File: src/rtl/ahb_master_if.sv
// Request/response handshake plus AHB-Lite master bus for ahb_master.
interface ahb_master_if;
    logic        req_valid;
    logic        req_ready;
    logic        req_write;
    logic [31:0] req_addr;
    logic [2:0]  req_size;
    logic [31:0] req_wdata;
    logic        rsp_valid;
    logic [31:0] rsp_rdata;
    logic        rsp_err;
    logic        rsp_timeout;
    logic [31:0] haddr;
    logic        hwrite;
    logic [2:0]  hsize;
    logic [1:0]  htrans;
    logic [2:0]  hburst;
    logic [31:0] hwdata;
    logic [31:0] hrdata;
    logic        hready;
    logic        hresp;

    modport master (
        input  req_valid, req_write, req_addr, req_size, req_wdata,
        input  hrdata, hready, hresp,
        output req_ready, rsp_valid, rsp_rdata, rsp_err, rsp_timeout,
        output haddr, hwrite, hsize, htrans, hburst, hwdata
    );

    modport slave (
        output req_valid, req_write, req_addr, req_size, req_wdata,
        output hrdata, hready, hresp,
        input  req_ready, rsp_valid, rsp_rdata, rsp_err, rsp_timeout,
        input  haddr, hwrite, hsize, htrans, hburst, hwdata
    );
endinterface

File: src/rtl/ahb_master.sv
// Single-transfer AHB-Lite master: request port mapped onto an address/data
// pipeline with two-cycle ERROR recovery and a data-phase watchdog.
module ahb_master #(
    parameter int unsigned WAIT_LIMIT = 16
) (
    input  logic         hclk,
    input  logic         hresetn,
    ahb_master_if.master bus
);

    localparam logic [1:0] HTRANS_IDLE   = 2'b00;
    localparam logic [1:0] HTRANS_NONSEQ = 2'b10;
    localparam logic [7:0] WAIT_LAST     = 8'(WAIT_LIMIT - 1);

    typedef enum logic [1:0] {ST_IDLE, ST_ACTIVE, ST_ERR2, ST_REISSUE} state_t;

    state_t      state_q, state_d;
    logic        a_valid_q, a_valid_d;
    logic [31:0] haddr_q, haddr_d;
    logic        hwrite_q, hwrite_d;
    logic [2:0]  hsize_q, hsize_d;
    logic [31:0] a_wdata_q, a_wdata_d;
    logic [1:0]  htrans_q, htrans_d;
    logic        d_valid_q, d_valid_d;
    logic        d_write_q, d_write_d;
    logic [31:0] hwdata_q, hwdata_d;
    logic [7:0]  wcnt_q, wcnt_d;
    logic        rsp_valid_q, rsp_valid_d;
    logic [31:0] rsp_rdata_q, rsp_rdata_d;
    logic        rsp_err_q, rsp_err_d;
    logic        rsp_timeout_q, rsp_timeout_d;

    logic adv, acc, ok_done, err1, err_done, timeout, abort, req_ready;

    always_comb begin
        ok_done   = d_valid_q && bus.hready && !bus.hresp;
        err1      = d_valid_q && !bus.hready && bus.hresp;
        err_done  = d_valid_q && bus.hready && bus.hresp;
        timeout   = d_valid_q && !bus.hready && !bus.hresp && (wcnt_q == WAIT_LAST);
        // D retired while the pending entry could not advance; it is re-driven via REISSUE
        abort     = err_done || timeout || (state_q == ST_ERR2 && ok_done);
        adv       = a_valid_q && (htrans_q == HTRANS_NONSEQ) && bus.hready && !bus.hresp;
        req_ready = (!a_valid_q || adv) && !err1 && !timeout;
        acc       = bus.req_valid && req_ready;

        haddr_d   = haddr_q;
        hwrite_d  = hwrite_q;
        hsize_d   = hsize_q;
        a_wdata_d = a_wdata_q;
        if (acc) begin
            haddr_d   = bus.req_addr;
            hwrite_d  = bus.req_write;
            hsize_d   = bus.req_size;
            a_wdata_d = bus.req_wdata;
        end
        a_valid_d = acc || (a_valid_q && !adv);

        d_valid_d = adv || (d_valid_q && !(ok_done || err_done || timeout));
        d_write_d = adv ? hwrite_q : d_write_q;
        hwdata_d  = adv ? a_wdata_q : hwdata_q;
        wcnt_d    = (d_valid_q && !bus.hready && !timeout) ? wcnt_q + 8'd1 : '0;

        rsp_valid_d   = ok_done || err_done || timeout;
        rsp_err_d     = err_done || timeout;
        rsp_timeout_d = timeout;
        rsp_rdata_d   = (ok_done && !d_write_q) ? bus.hrdata : '0;

        if (acc)
            htrans_d = HTRANS_NONSEQ;
        else if (adv || err1 || abort)
            htrans_d = HTRANS_IDLE;
        else if (state_q == ST_REISSUE)
            htrans_d = HTRANS_NONSEQ;
        else
            htrans_d = htrans_q;

        if (err1)
            state_d = ST_ERR2;
        else if (abort)
            state_d = a_valid_q ? ST_REISSUE : (acc ? ST_ACTIVE : ST_IDLE);
        else if (state_q == ST_REISSUE)
            state_d = ST_ACTIVE;
        else
            state_d = (a_valid_d || d_valid_d) ? ST_ACTIVE : ST_IDLE;
    end

    always_ff @(posedge hclk or negedge hresetn) begin
        if (!hresetn) begin
            state_q       <= ST_IDLE;
            a_valid_q     <= 1'b0;
            haddr_q       <= '0;
            hwrite_q      <= 1'b0;
            hsize_q       <= '0;
            a_wdata_q     <= '0;
            htrans_q      <= HTRANS_IDLE;
            d_valid_q     <= 1'b0;
            d_write_q     <= 1'b0;
            hwdata_q      <= '0;
            wcnt_q        <= '0;
            rsp_valid_q   <= 1'b0;
            rsp_rdata_q   <= '0;
            rsp_err_q     <= 1'b0;
            rsp_timeout_q <= 1'b0;
        end else begin
            state_q       <= state_d;
            a_valid_q     <= a_valid_d;
            haddr_q       <= haddr_d;
            hwrite_q      <= hwrite_d;
            hsize_q       <= hsize_d;
            a_wdata_q     <= a_wdata_d;
            htrans_q      <= htrans_d;
            d_valid_q     <= d_valid_d;
            d_write_q     <= d_write_d;
            hwdata_q      <= hwdata_d;
            wcnt_q        <= wcnt_d;
            rsp_valid_q   <= rsp_valid_d;
            rsp_rdata_q   <= rsp_rdata_d;
            rsp_err_q     <= rsp_err_d;
            rsp_timeout_q <= rsp_timeout_d;
        end
    end

    assign bus.req_ready   = req_ready;
    assign bus.haddr       = haddr_q;
    assign bus.hwrite      = hwrite_q;
    assign bus.hsize       = hsize_q;
    assign bus.htrans      = htrans_q;
    assign bus.hburst      = 3'b000;
    assign bus.hwdata      = hwdata_q;
    assign bus.rsp_valid   = rsp_valid_q;
    assign bus.rsp_rdata   = rsp_rdata_q;
    assign bus.rsp_err     = rsp_err_q;
    assign bus.rsp_timeout = rsp_timeout_q;

endmodule

File: src/flat_wrapper.sv
// flat-port wrapper written by rule: the top's interface ports become plain ports
module ahb_master_flat 
#(
    parameter int unsigned WAIT_LIMIT = 16
)
  (hclk, hresetn, bus_req_valid, bus_req_write, bus_req_addr, bus_req_size, bus_req_wdata, bus_hrdata, bus_hready, bus_hresp, bus_req_ready, bus_rsp_valid, bus_rsp_rdata, bus_rsp_err, bus_rsp_timeout, bus_haddr, bus_hwrite, bus_hsize, bus_htrans, bus_hburst, bus_hwdata);
  ahb_master_if bus_i ();
  input  logic hclk;
  input  logic hresetn;
  input wire logic [$bits(bus_i.req_valid)-1:0] bus_req_valid;
  input wire logic [$bits(bus_i.req_write)-1:0] bus_req_write;
  input wire logic [$bits(bus_i.req_addr)-1:0] bus_req_addr;
  input wire logic [$bits(bus_i.req_size)-1:0] bus_req_size;
  input wire logic [$bits(bus_i.req_wdata)-1:0] bus_req_wdata;
  input wire logic [$bits(bus_i.hrdata)-1:0] bus_hrdata;
  input wire logic [$bits(bus_i.hready)-1:0] bus_hready;
  input wire logic [$bits(bus_i.hresp)-1:0] bus_hresp;
  output wire logic [$bits(bus_i.req_ready)-1:0] bus_req_ready;
  output wire logic [$bits(bus_i.rsp_valid)-1:0] bus_rsp_valid;
  output wire logic [$bits(bus_i.rsp_rdata)-1:0] bus_rsp_rdata;
  output wire logic [$bits(bus_i.rsp_err)-1:0] bus_rsp_err;
  output wire logic [$bits(bus_i.rsp_timeout)-1:0] bus_rsp_timeout;
  output wire logic [$bits(bus_i.haddr)-1:0] bus_haddr;
  output wire logic [$bits(bus_i.hwrite)-1:0] bus_hwrite;
  output wire logic [$bits(bus_i.hsize)-1:0] bus_hsize;
  output wire logic [$bits(bus_i.htrans)-1:0] bus_htrans;
  output wire logic [$bits(bus_i.hburst)-1:0] bus_hburst;
  output wire logic [$bits(bus_i.hwdata)-1:0] bus_hwdata;
  assign bus_i.req_valid = bus_req_valid;
  assign bus_i.req_write = bus_req_write;
  assign bus_i.req_addr = bus_req_addr;
  assign bus_i.req_size = bus_req_size;
  assign bus_i.req_wdata = bus_req_wdata;
  assign bus_i.hrdata = bus_hrdata;
  assign bus_i.hready = bus_hready;
  assign bus_i.hresp = bus_hresp;
  assign bus_req_ready = bus_i.req_ready;
  assign bus_rsp_valid = bus_i.rsp_valid;
  assign bus_rsp_rdata = bus_i.rsp_rdata;
  assign bus_rsp_err = bus_i.rsp_err;
  assign bus_rsp_timeout = bus_i.rsp_timeout;
  assign bus_haddr = bus_i.haddr;
  assign bus_hwrite = bus_i.hwrite;
  assign bus_hsize = bus_i.hsize;
  assign bus_htrans = bus_i.htrans;
  assign bus_hburst = bus_i.hburst;
  assign bus_hwdata = bus_i.hwdata;
  ahb_master #(.WAIT_LIMIT(WAIT_LIMIT)) u_core (.hclk(hclk), .hresetn(hresetn), .bus(bus_i));
endmodule
File: config.mk
export PLATFORM = sky130hd
export DESIGN_NAME = ahb_master_flat
export DESIGN_NICKNAME = d
export VERILOG_FILES = /design/src/rtl/ahb_master_if.sv /design/src/rtl/ahb_master.sv /design/src/flat_wrapper.sv
export SDC_FILE = /design/constraint.sdc
export NUM_CORES = 1
export LEC_CHECK = 0
export CAP_MARGIN = 20
export CORE_ASPECT_RATIO = 0.7
export CORE_MARGIN = 3
export CORE_UTILIZATION = 48
export DETAILED_ROUTE_END_ITERATION = 10
export PLACE_DENSITY = 0.85
export SETUP_SLACK_MARGIN = 0.02
export SYNTH_ARGS = -nofsm -noshare
export SYNTH_HDL_FRONTEND = slang
export SYNTH_SLANG_ARGS = --single-unit
File: constraint.sdc
create_clock -name hclk -period 3.1 [get_ports hclk]
set_input_delay 0.465 -clock hclk [delete_from_list [all_inputs] [get_ports hclk]]
set_output_delay 0.465 -clock hclk [all_outputs]
set_load 0.01 [all_outputs]
==> run_results.csv, run 1 <==
group,metric,value,unit
grt,grt_max_degree,68,
logic_synthesis,yosysSeqAreaShare,63.2,%
power,switchingPower,2.21,mW
logic_synthesis,ys_types,38,
worst_setup_path,cp.arrival,2.24,ns
logic_synthesis,synth_edf_count,0,
logic_synthesis,yosys.area.top_type,"dfrtp_1",
grt,grtUsageMet3,8.44,%
grt,grt_pass1_wl,22.2,mm
floorplan,start_util,49.8,%
grt,met2_usage,33.8,%
power,pwr-share-comb,35.3,%
power,ir_worst_vdd,0.495,mV
logic_synthesis,synthAdderAreaFrac,0.212,%
cells_and_area,syn_to_final_growth,47.7,%
logic_synthesis,avgSynthCellArea,16.3,sq um
timing,fin_ws,0.395,ns
power,swShare,27.1,%
cells_and_area,final_nets,686,
power,clkPwrFrac,26.4,%
power,total_power,8.14,mW
cells_and_area,diodes,0,
worst_setup_path,critPathMaxFanout,9,
timing,hold_viol_final,0,
grt,grt_use_total,20.8,%
power,seqPwrFrac,38.3,%
floorplan,rows,33,
route,first_pass_iters,4,
grt,grtUsageMet1,25.4,%
floorplan,die-area,13700,sq um
grt,grt.overflow.total,0,
floorplan,io-pin-count,214,
cells_and_area,seqCellArea,3730,sq um
power,internal-power,5.93,mW
clock_tree,postCtsSetupRepairBufs,0,
logic_synthesis,synth-xor-area-share,0.891,%
logic_synthesis,synth_area,5900,sq um
logic_synthesis,yosysTopAreaCellShare,63.2,%
route,vias_per_cell,4.94,
route,drt_iter0_markers,126,
worst_setup_path,cp_data_required_time,2.63,ns
clock_tree,clk_latency,0.40,ns
place,port_buffers,209,
worst_setup_path,cp-start-kind,"input port",
worst_setup_path,end_kind,"primary output",
clock_tree,clk_pin_slew_worst_paths,0.06,ns
power,power.leakage,4.02,nW
timing,fmax,370,MHz
cells_and_area,layoutNonFillerInstCount,748,
clock_tree,cts.sink_count,149,
logic_synthesis,synth_most_common_cell,"dfrtp_1",
route,drc,0,
timing,fin_tns_setup,0,ns
timing,post-route-period-util,87.2,%
place,pre_cts_ws,0.397,ns
place,hpwl,9.74,mm
logic_synthesis,synth_seq_cells,149,
clock_tree,h-tree-depth,4,
floorplan,die_w,138,um
timing,slew_violations,0,
logic_synthesis,synthMuxAreaShare,23.6,%
run,maxCapViolCount,0,
logic_synthesis,synth_top_family_by_area,"multiplexers",
clock_tree,numCtsBuffers,17,
cells_and_area,drive_gt1_share,24.7,%
clock_tree,clk_path_buf_depth,2,
route,final_antenna_net_count,0,
clock_tree,cts_resized,0,
timing,finalCriticalPeriod,2.70,ns
route,via_count,3692,
cells_and_area,design_area,8710,sq um
logic_synthesis,synthTopCellsByCount,"dfrtp_1 (149), mux2_4 (68), and2_1 (34)",
cells_and_area,n_fill_cell,732,
grt,top_usage_layer,"met2",
logic_synthesis,netlist_top_cells_area,"dfrtp_1 (63%), mux2_4 (17%), mux2_2 (6.3%)",
clock_tree,holdBufCountCts,0,
status,outcome,"complete, no violations",
logic_synthesis,synth_cells,361,
route,wirelength,13.6,mm
place,dpl_cell_area,8090,sq um
clock_tree,clockRootBuffer,"clkbuf_16",
cells_and_area,fin_util,73.5,%
logic_synthesis,synth_compound_area_share,1.74,%
logic_synthesis,async_reset_ff_share,100,%
grt,grt_pass1_vias,4066,
timing,relSlewSlack,65.7,%
floorplan,core-area,11900,sq um
grt,antenna_found_initial,0,
route,wire_per_inst,18.2,um
cells_and_area,multiInputGateArea,1990,sq um
floorplan,die_height,98.7,um
logic_synthesis,yosysWarnings,0,
min_path,holdCritPathClass,"input port to asynchronous set/reset pin",
timing,worst_pin_slew,0.514,ns
timing,setup_violations,0,
timing,skew,0.00866,ns
clock_tree,cts_tree,"done",
place,gp_congestion,0.886,
logic_synthesis,synth-simple-area-share,6.89,%
power,power_density,934,nW/um^2
worst_setup_path,worst-setup-path-type,"input port to primary output",
place,dp.cells,718,
logic_synthesis,ys.flop_type,"dfrtp_1",
timing,holdWs,0.00515,ns
timing,rsz0062_at_grt,"no",
## layer usage
layer	wire, um	share of wire, %
met1	5530	41
met2	6650	49
met3	1240	9.1
met4	159	1.2
met5	0	0
## power groups by stage
stage	clock network, mW	registers, mW	logic [mW]
3_3_place_gp	0	3.08	2.83
6_report	2.15	3.12	2.87
3_5_place_dp	0	3.13	2.90
4_1_cts	2.20	3.12	2.92
2_1_floorplan	0	3.26	1.36
5_1_grt	2.28	3.22	3.06
## sequential cells by signal (all words and copies together) (netlist names), 2 cells and up
name / count
u_core.bus.hsize: 3
u_core.wcnt_q: 8
u_core.bus.hwdata: 32
u_core.a_wdata_q: 32
u_core.bus.rsp_rdata: 32
u_core.state_q: 2
u_core.bus.haddr: 32
## worst max-delay path, stage by stage
cell and delay [ns]:
clkdlybuf4s50_1 0.58, nand2b_4 0.24, a21oi_4 0.19, nor2_1 0.07, nor2_1 0.10, clkdlybuf4s50_1 0.58
## cells by family after synthesis
kind of cell | Yosys count
AOI/OAI and AO/OA | 12
xor gates and xnor gates | 6
adders and majority gates | 1
buffers and inverters | 22
DFF | 149
muxes | 101
other | 1
and+or+nand+nor | 69
## layout by cell type, fill, tap and decap left out, types with 2 or more instances in the layout
master and instances:
inv_1 3, and3_1 2, bufinv_16 4, xnor2_1 2, nand3_1 3, nor2_1 11, clkbuf_16 17, xor2_1 4
o21ai_0 2, clkinv_4 3, mux2_2 33, inv_6 2, clkdlybuf4s50_1 208, dfrtp_1 149, buf_12 2, a21oi_1 3
and2_1 34, mux2_4 68, buf_4 5, conb_1 4, nor3_2 2, nand2_1 10
## layout make-up
type / count / area share, %
sequential: 149 / 42.8
timing repair buffer: 216 / 24.9
multi-input combinational: 193 / 22.8
clock buffer: 19 / 5.08
tap: 157 / 2.25
clock inverter: 11 / 2.02
inverter: 3 / 0.129
## path summary, 6_finish.rpt
check	from	end	slack [ns]	cells past startpoint
hold reg to reg	u_core.wcnt_q[0]$_DFF_PN0_	u_core.wcnt_q[0]$_DFF_PN0_	0.45	1
setup reg to reg	u_core.wcnt_q[0]$_DFF_PN0_	u_core.a_wdata_q[0]$_DFFE_PN0P_	1.11	6
max in group asynchronous	hresetn	u_core.bus.hwrite$_DFFE_PN0P_	2.34	2
hold / removal	hresetn	u_core.a_wdata_q[13]$_DFFE_PN0P_	0.005	1
setup / recovery	bus_hresp	bus_req_ready	0.40	6
min in group hclk	u_core.wcnt_q[0]$_DFF_PN0_	u_core.wcnt_q[0]$_DFF_PN0_	0.45	1
Power figures use the tool's default switching activity.
==> run 2: changes to the inputs <==
--- a/config.mk
+++ b/config.mk
@@ -5,11 +5,12 @@
 export SDC_FILE = /design/constraint.sdc
 export NUM_CORES = 1
 export LEC_CHECK = 0
-export CAP_MARGIN = 20
+export CAP_MARGIN = 0
 export CORE_ASPECT_RATIO = 0.7
 export CORE_MARGIN = 3
 export CORE_UTILIZATION = 48
 export DETAILED_ROUTE_END_ITERATION = 10
+export MAX_ROUTING_LAYER = met4
 export PLACE_DENSITY = 0.85
 export SETUP_SLACK_MARGIN = 0.02
 export SYNTH_ARGS = -nofsm -noshare
==> run_results.csv, run 2 (synthesis gave the netlist of run 1 again) <==
group,metric,value,unit
cells_and_area,syn_to_final_growth,47.7,%
clock_tree,cts.sink_count,149,
clock_tree,numCtsBuffers,17,
cells_and_area,seqCellArea,3730,sq um
power,internal-power,5.93,mW
floorplan,die-area,13700,sq um
clock_tree,clk_pin_slew_worst_paths,0.06,ns
worst_setup_path,cp-endpoint,"bus_req_ready",
route,final_antenna_net_count,0,
route,wirelength,13.7,mm
clock_tree,clockRootBuffer,"clkbuf_16",
power,seqPwrFrac,38.3,%
worst_setup_path,cp.arrival,2.24,ns
power,pwr-share-comb,35.3,%
timing,finalCriticalPeriod,2.71,ns
cells_and_area,drive_gt1_share,24.7,%
floorplan,die_height,98.7,um
run,maxCapViolCount,0,
timing,slew_violations,0,
power,total_power,8.14,mW
cells_and_area,final_nets,686,
power,power.leakage,4.02,nW
clock_tree,cts_tree,"done",
route,first_pass_iters,4,
power,swShare,27.1,%
worst_setup_path,ff2ff_setup_slack,1.10,ns
clock_tree,clk_path_buf_depth,2,
worst_setup_path,critPathMaxFanout,9,
worst_setup_path,ff2ff_path_depth,6,
grt,grt_pass1_wl,22.2,mm
timing,fmax,370,MHz
route,wire_per_inst,18.3,um
cells_and_area,multiInputGateArea,1990,sq um
floorplan,start_util,49.8,%
floorplan,core-area,11900,sq um
cells_and_area,layout_common_cells,"clkdlybuf4s50_1 (208), dfrtp_1 (149), mux2_4 (68)",
timing,setup_violations,0,
timing,worst_pin_slew,0.514,ns
grt,antenna_found_initial,0,
grt,grt_pass1_vias,4078,
route,vias_per_cell,4.98,
cells_and_area,final_common_cell,"clkdlybuf4s50_1",
cells_and_area,diodes,0,
grt,grt_max_degree,68,
timing,relSlewSlack,65.8,%
timing,fin_tns_setup,0,ns
worst_setup_path,cp-start-kind,"input port",
grt,grt.overflow.total,0,
power,switchingPower,2.21,mW
place,port_buffers,209,
route,drc,0,
timing,rsz0062_at_grt,"no",
power,ir_worst_vdd,0.494,mV
route,drt_iter0_markers,143,
route,via_count,3724,
floorplan,io-pin-count,214,
cells_and_area,fin_util,73.5,%
place,gp_congestion,0.901,
worst_setup_path,cp_data_required_time,2.63,ns
grt,grt_use_total,21.4,%
min_path,holdCritPathClass,"input port to asynchronous set/reset pin",
floorplan,die_w,138,um
floorplan,rows,33,
clock_tree,clk_latency,0.40,ns
power,clkPwrFrac,26.3,%
timing,post-route-period-util,87.3,%
timing,skew,0.00940,ns
status,outcome,"complete, no violations",
place,hpwl,9.74,mm
worst_setup_path,reg2reg_from,"u_core.wcnt_q[0]$_DFF_PN0_",
clock_tree,holdBufCountCts,0,
timing,hold_viol_final,0,
clock_tree,h-tree-depth,4,
worst_setup_path,worst-setup-path-type,"input port to primary output",
worst_setup_path,end_kind,"primary output",
clock_tree,cts_resized,0,
clock_tree,postCtsSetupRepairBufs,0,
cells_and_area,n_fill_cell,732,
power,power_density,934,nW/um^2
worst_setup_path,crit_start,"bus_hresp",
worst_setup_path,rr_endpoint,"u_core.a_wdata_q[0]$_DFFE_PN0P_",
[run 2: cell type report]
type / count / share of cell area (%)
tap: 157 / 2.25
clock buffer: 19 / 5.08
sequential: 149 / 42.8
timing repair buffer: 216 / 24.9
inverter: 3 / 0.129
clock inverter: 11 / 2.02
multi-input combinational: 193 / 22.8
[run 2: stage by stage]
stage / instance area, sq um / instances / worst slack (ns) / hold slack, ns
after floorplan: 5910 / 364 / 1.27 / 0.169
after CTS: 8710 / 748 / 0.410 / 0.0134
after global placement: 8090 / 718 / 0.453 / 0.440
after detailed placement: 8090 / 718 / 0.397 / 0.449
final: 8710 / 748 / 0.395 / 0.00481
after global routing: 8710 / 748 / 0.275 / 0.0367
[run 2: how the worst min path moves through the flow]
stage,slack (ns),end
6_report,0.005,u_core.a_wdata_q[13]$_DFFE_PN0P_
3_3_place_gp,0.44,u_core.a_wdata_q[13]$_DFFE_PN0P_
4_1_cts,0.01,u_core.bus.hwdata[13]$_DFFE_PN0P_
2_1_floorplan,0.17,u_core.a_valid_q$_DFF_PN0_
3_5_place_dp,0.45,u_core.bus.hwdata[13]$_DFFE_PN0P_
5_1_grt,0.04,u_core.a_wdata_q[13]$_DFFE_PN0P_
[run 2: power groups by stage]
stage               Clock (mW)  Combinational [mW]  Sequential, mW
floorplan                    0                1.36            3.26
global placement             0                2.83            3.08
detailed placement           0                2.90            3.13
CTS                       2.20                2.92            3.12
global route              2.28                3.05            3.22
finish                    2.15                2.88            3.12
[run 2: layer usage]
metal | share of wire [%] | wire length (um) | vias up | GRT usage, %
li1 | - | - | 1654 | -
met1 | 41 | 5660 | 1886 | 25.7
met2 | 49 | 6660 | 174 | 33.9
met3 | 9.0 | 1230 | 10 | 8.58
met4 | 0.87 | 119 | 0 | 6.07
met5 | 0 | 0 | - | -
[run 2: worst max-delay path, cell delays in order]
cell and delay [ns]:
clkdlybuf4s50_1 0.57, nand2b_4 0.24, a21oi_4 0.19, nor2_1 0.07
nor2_1 0.11, clkdlybuf4s50_1 0.59
==> run 3: changes to the inputs <==
--- a/config.mk
+++ b/config.mk
@@ -10,6 +10,7 @@
 export CORE_MARGIN = 3
 export CORE_UTILIZATION = 48
 export DETAILED_ROUTE_END_ITERATION = 10
+export GPL_ROUTABILITY_DRIVEN = 0
 export MAX_ROUTING_LAYER = met4
 export PLACE_DENSITY = 0.85
 export SETUP_SLACK_MARGIN = 0.02
==> results of run 3 <==
No change in the layout: final DEF, timing and power equal those of run 2.
==> variant, RTL diff (settings of run 2) <==
`rsp_rdata_q` no longer has a reset.
--- a/src/rtl/ahb_master.sv
+++ b/src/rtl/ahb_master.sv
@@ -100,3 +100,2 @@
             rsp_valid_q   <= 1'b0;
-            rsp_rdata_q   <= '0;
             rsp_err_q     <= 1'b0;
@@ -116,3 +115,2 @@
             rsp_valid_q   <= rsp_valid_d;
-            rsp_rdata_q   <= rsp_rdata_d;
             rsp_err_q     <= rsp_err_d;
@@ -120,2 +118,6 @@
         end
+    end
+
+    always_ff @(posedge hclk) begin
+        rsp_rdata_q <= rsp_rdata_d;
     end
Behaviour: differs if hresetn is asserted again (counterexample within 4 cycles, from zero or initial values and one cycle with hresetn low); with hresetn held inactive, the same outputs for 10 cycles.
==> variant against run 2 <==
Routed wire length shrank 5.0%. Synthesized cell count is the same. Utilization rose by 1.2 points. Area after synthesis fell by 2.7%. Worst hold slack gained 170 ps. Worst setup slack better by 56 ps. Via count fell by 4.5%. Cell area fell by 2.8%. Maximum frequency increased by 2.1%. Total power down 3.5%. Critical path type unchanged. First-iteration DRC count shrank 9.8%. Sequential cell count is the same. Critical path depth did not move.
==> variant: results (changes against run 2) <==
Status
  – Status: complete, no violations (unchanged)

Route
  – Vias/cell: 4.77 (was 4.98)
  – DR WL met3: 1.05 mm (was 1.23 mm)
  – Routed WL: 13.0 mm (was 13.7 mm)
  – Met2 WL: 6.31 mm (was 6.66 mm)

Global routing
  – Met2 Use GR: 32.1% (was 33.9%)
  – Met3 Usage GRT: 7.14% (was 8.58%)
  – Met1 GRT Util: 26.2% (was 25.7%)
  – Vias in the first global route: 4,024 (was 4,078)
  – Overall routing resource usage: 20.8% (was 21.4%)

Setup path
  – Crit-path max cell delay: 560 ps (was 590 ps)
  – Worst EP arrival: 2180 ps (was 2240 ps)

Synthesis
  – Sequential share of the synthesized area: 62.2% (was 63.2%)
  – Area share of xor/xnor cells in the synthesized design: 0.916% (was 0.891%)
  – Mux contribution to synthesized area: 24.3% (was 23.6%)
  – Number of distinct library cells after synthesis: 39 (was 38)
  – Compound-Gate Fraction of Synth Area: 1.79% (was 1.74%)
  – Top cells by area, synth: dfrtp_1, mux2_4, dfxtp_1, mux2_2, and2_1 (was dfrtp_1, mux2_4, mux2_2, and2_1, buf_8)
  – Post-synth ARST share: 78.5% (was 100%)
  – Top cells by count, synth: dfrtp_1, mux2_4, and2_1 (unchanged)
  – Synth Area in Adders: 0.218% (was 0.212%)

Pwr
  – Worst VDD drop: 501 uV (was 494 uV)
  – Leakage Power: 0.00379 uW (was 0.00402 uW)

Cells and area
  – Layout non-clock buf frac: 25.5% (was 24.9%)
  – Clock buffers: 18 (was 19)
  – Multi-input combinational area share: 23.5% (was 22.8%)
  – Clk tree area frac: 6.47% (was 7.11%)
  – # nets final: 685 (was 686)
  – Share of cells above drive strength 1: 24.8% (was 24.7%)

Placement
  – HPWL after detailed placement: 9.32 mm (was 9.74 mm)
  – Global placer's final weighted congestion: 0.772 (was 0.901)
[variant: critical path, delay by kind of cell]
family | cells | cell delay (ps)
buffers and inverters | 2 | 1110
AOI/OAI and AO/OA | 1 | 200
and+or+nand+nor | 3 | 400
[variant: through the flow]
| step | power [uW] | setup slack (ps) | cells | hold WS (ps) | util (%) |
|---|---|---|---|---|---|
| floorplan | 4610 | 1270 | 364 | 169 | - |
| global placement | 5880 | 503 | 713 | 441 | 69.9 |
| detailed placement | 6010 | 459 | 713 | 452 | 69.9 |
| CTS | 7950 | 453 | 745 | 198 | 74.7 |
| global route | 8270 | 370 | 745 | 234 | 74.7 |
| finish | 7850 | 450 | 745 | 179 | 74.7 |
[variant: final timing paths]
check | from | endpoint | slack [ps]
worst max-delay path | bus_hresp | bus_req_ready | 450
worst min-delay path | hresetn | u_core.a_wdata_q[15]$_DFFE_PN0P_ | 180
worst max register to register | u_core.wcnt_q[0]$_DFF_PN0_ | u_core.a_wdata_q[24]$_DFFE_PN0P_ | 1020
worst min register to register | u_core.wcnt_q[0]$_DFF_PN0_ | u_core.wcnt_q[0]$_DFF_PN0_ | 470
max in group asynchronous | hresetn | u_core.a_wdata_q[13]$_DFFE_PN0P_ | 2170
min in group hclk | u_core.wcnt_q[0]$_DFF_PN0_ | u_core.wcnt_q[0]$_DFF_PN0_ | 470
[variant: power groups by stage]
stage	clock network [uW]	registers [uW]	logic, uW
3_5_place_dp	0	3120	2880
4_1_cts	1930	3110	2910
6_report	1880	3110	2860
3_3_place_gp	0	3070	2820
2_1_floorplan	0	3250	1360
5_1_grt	2030	3200	3050
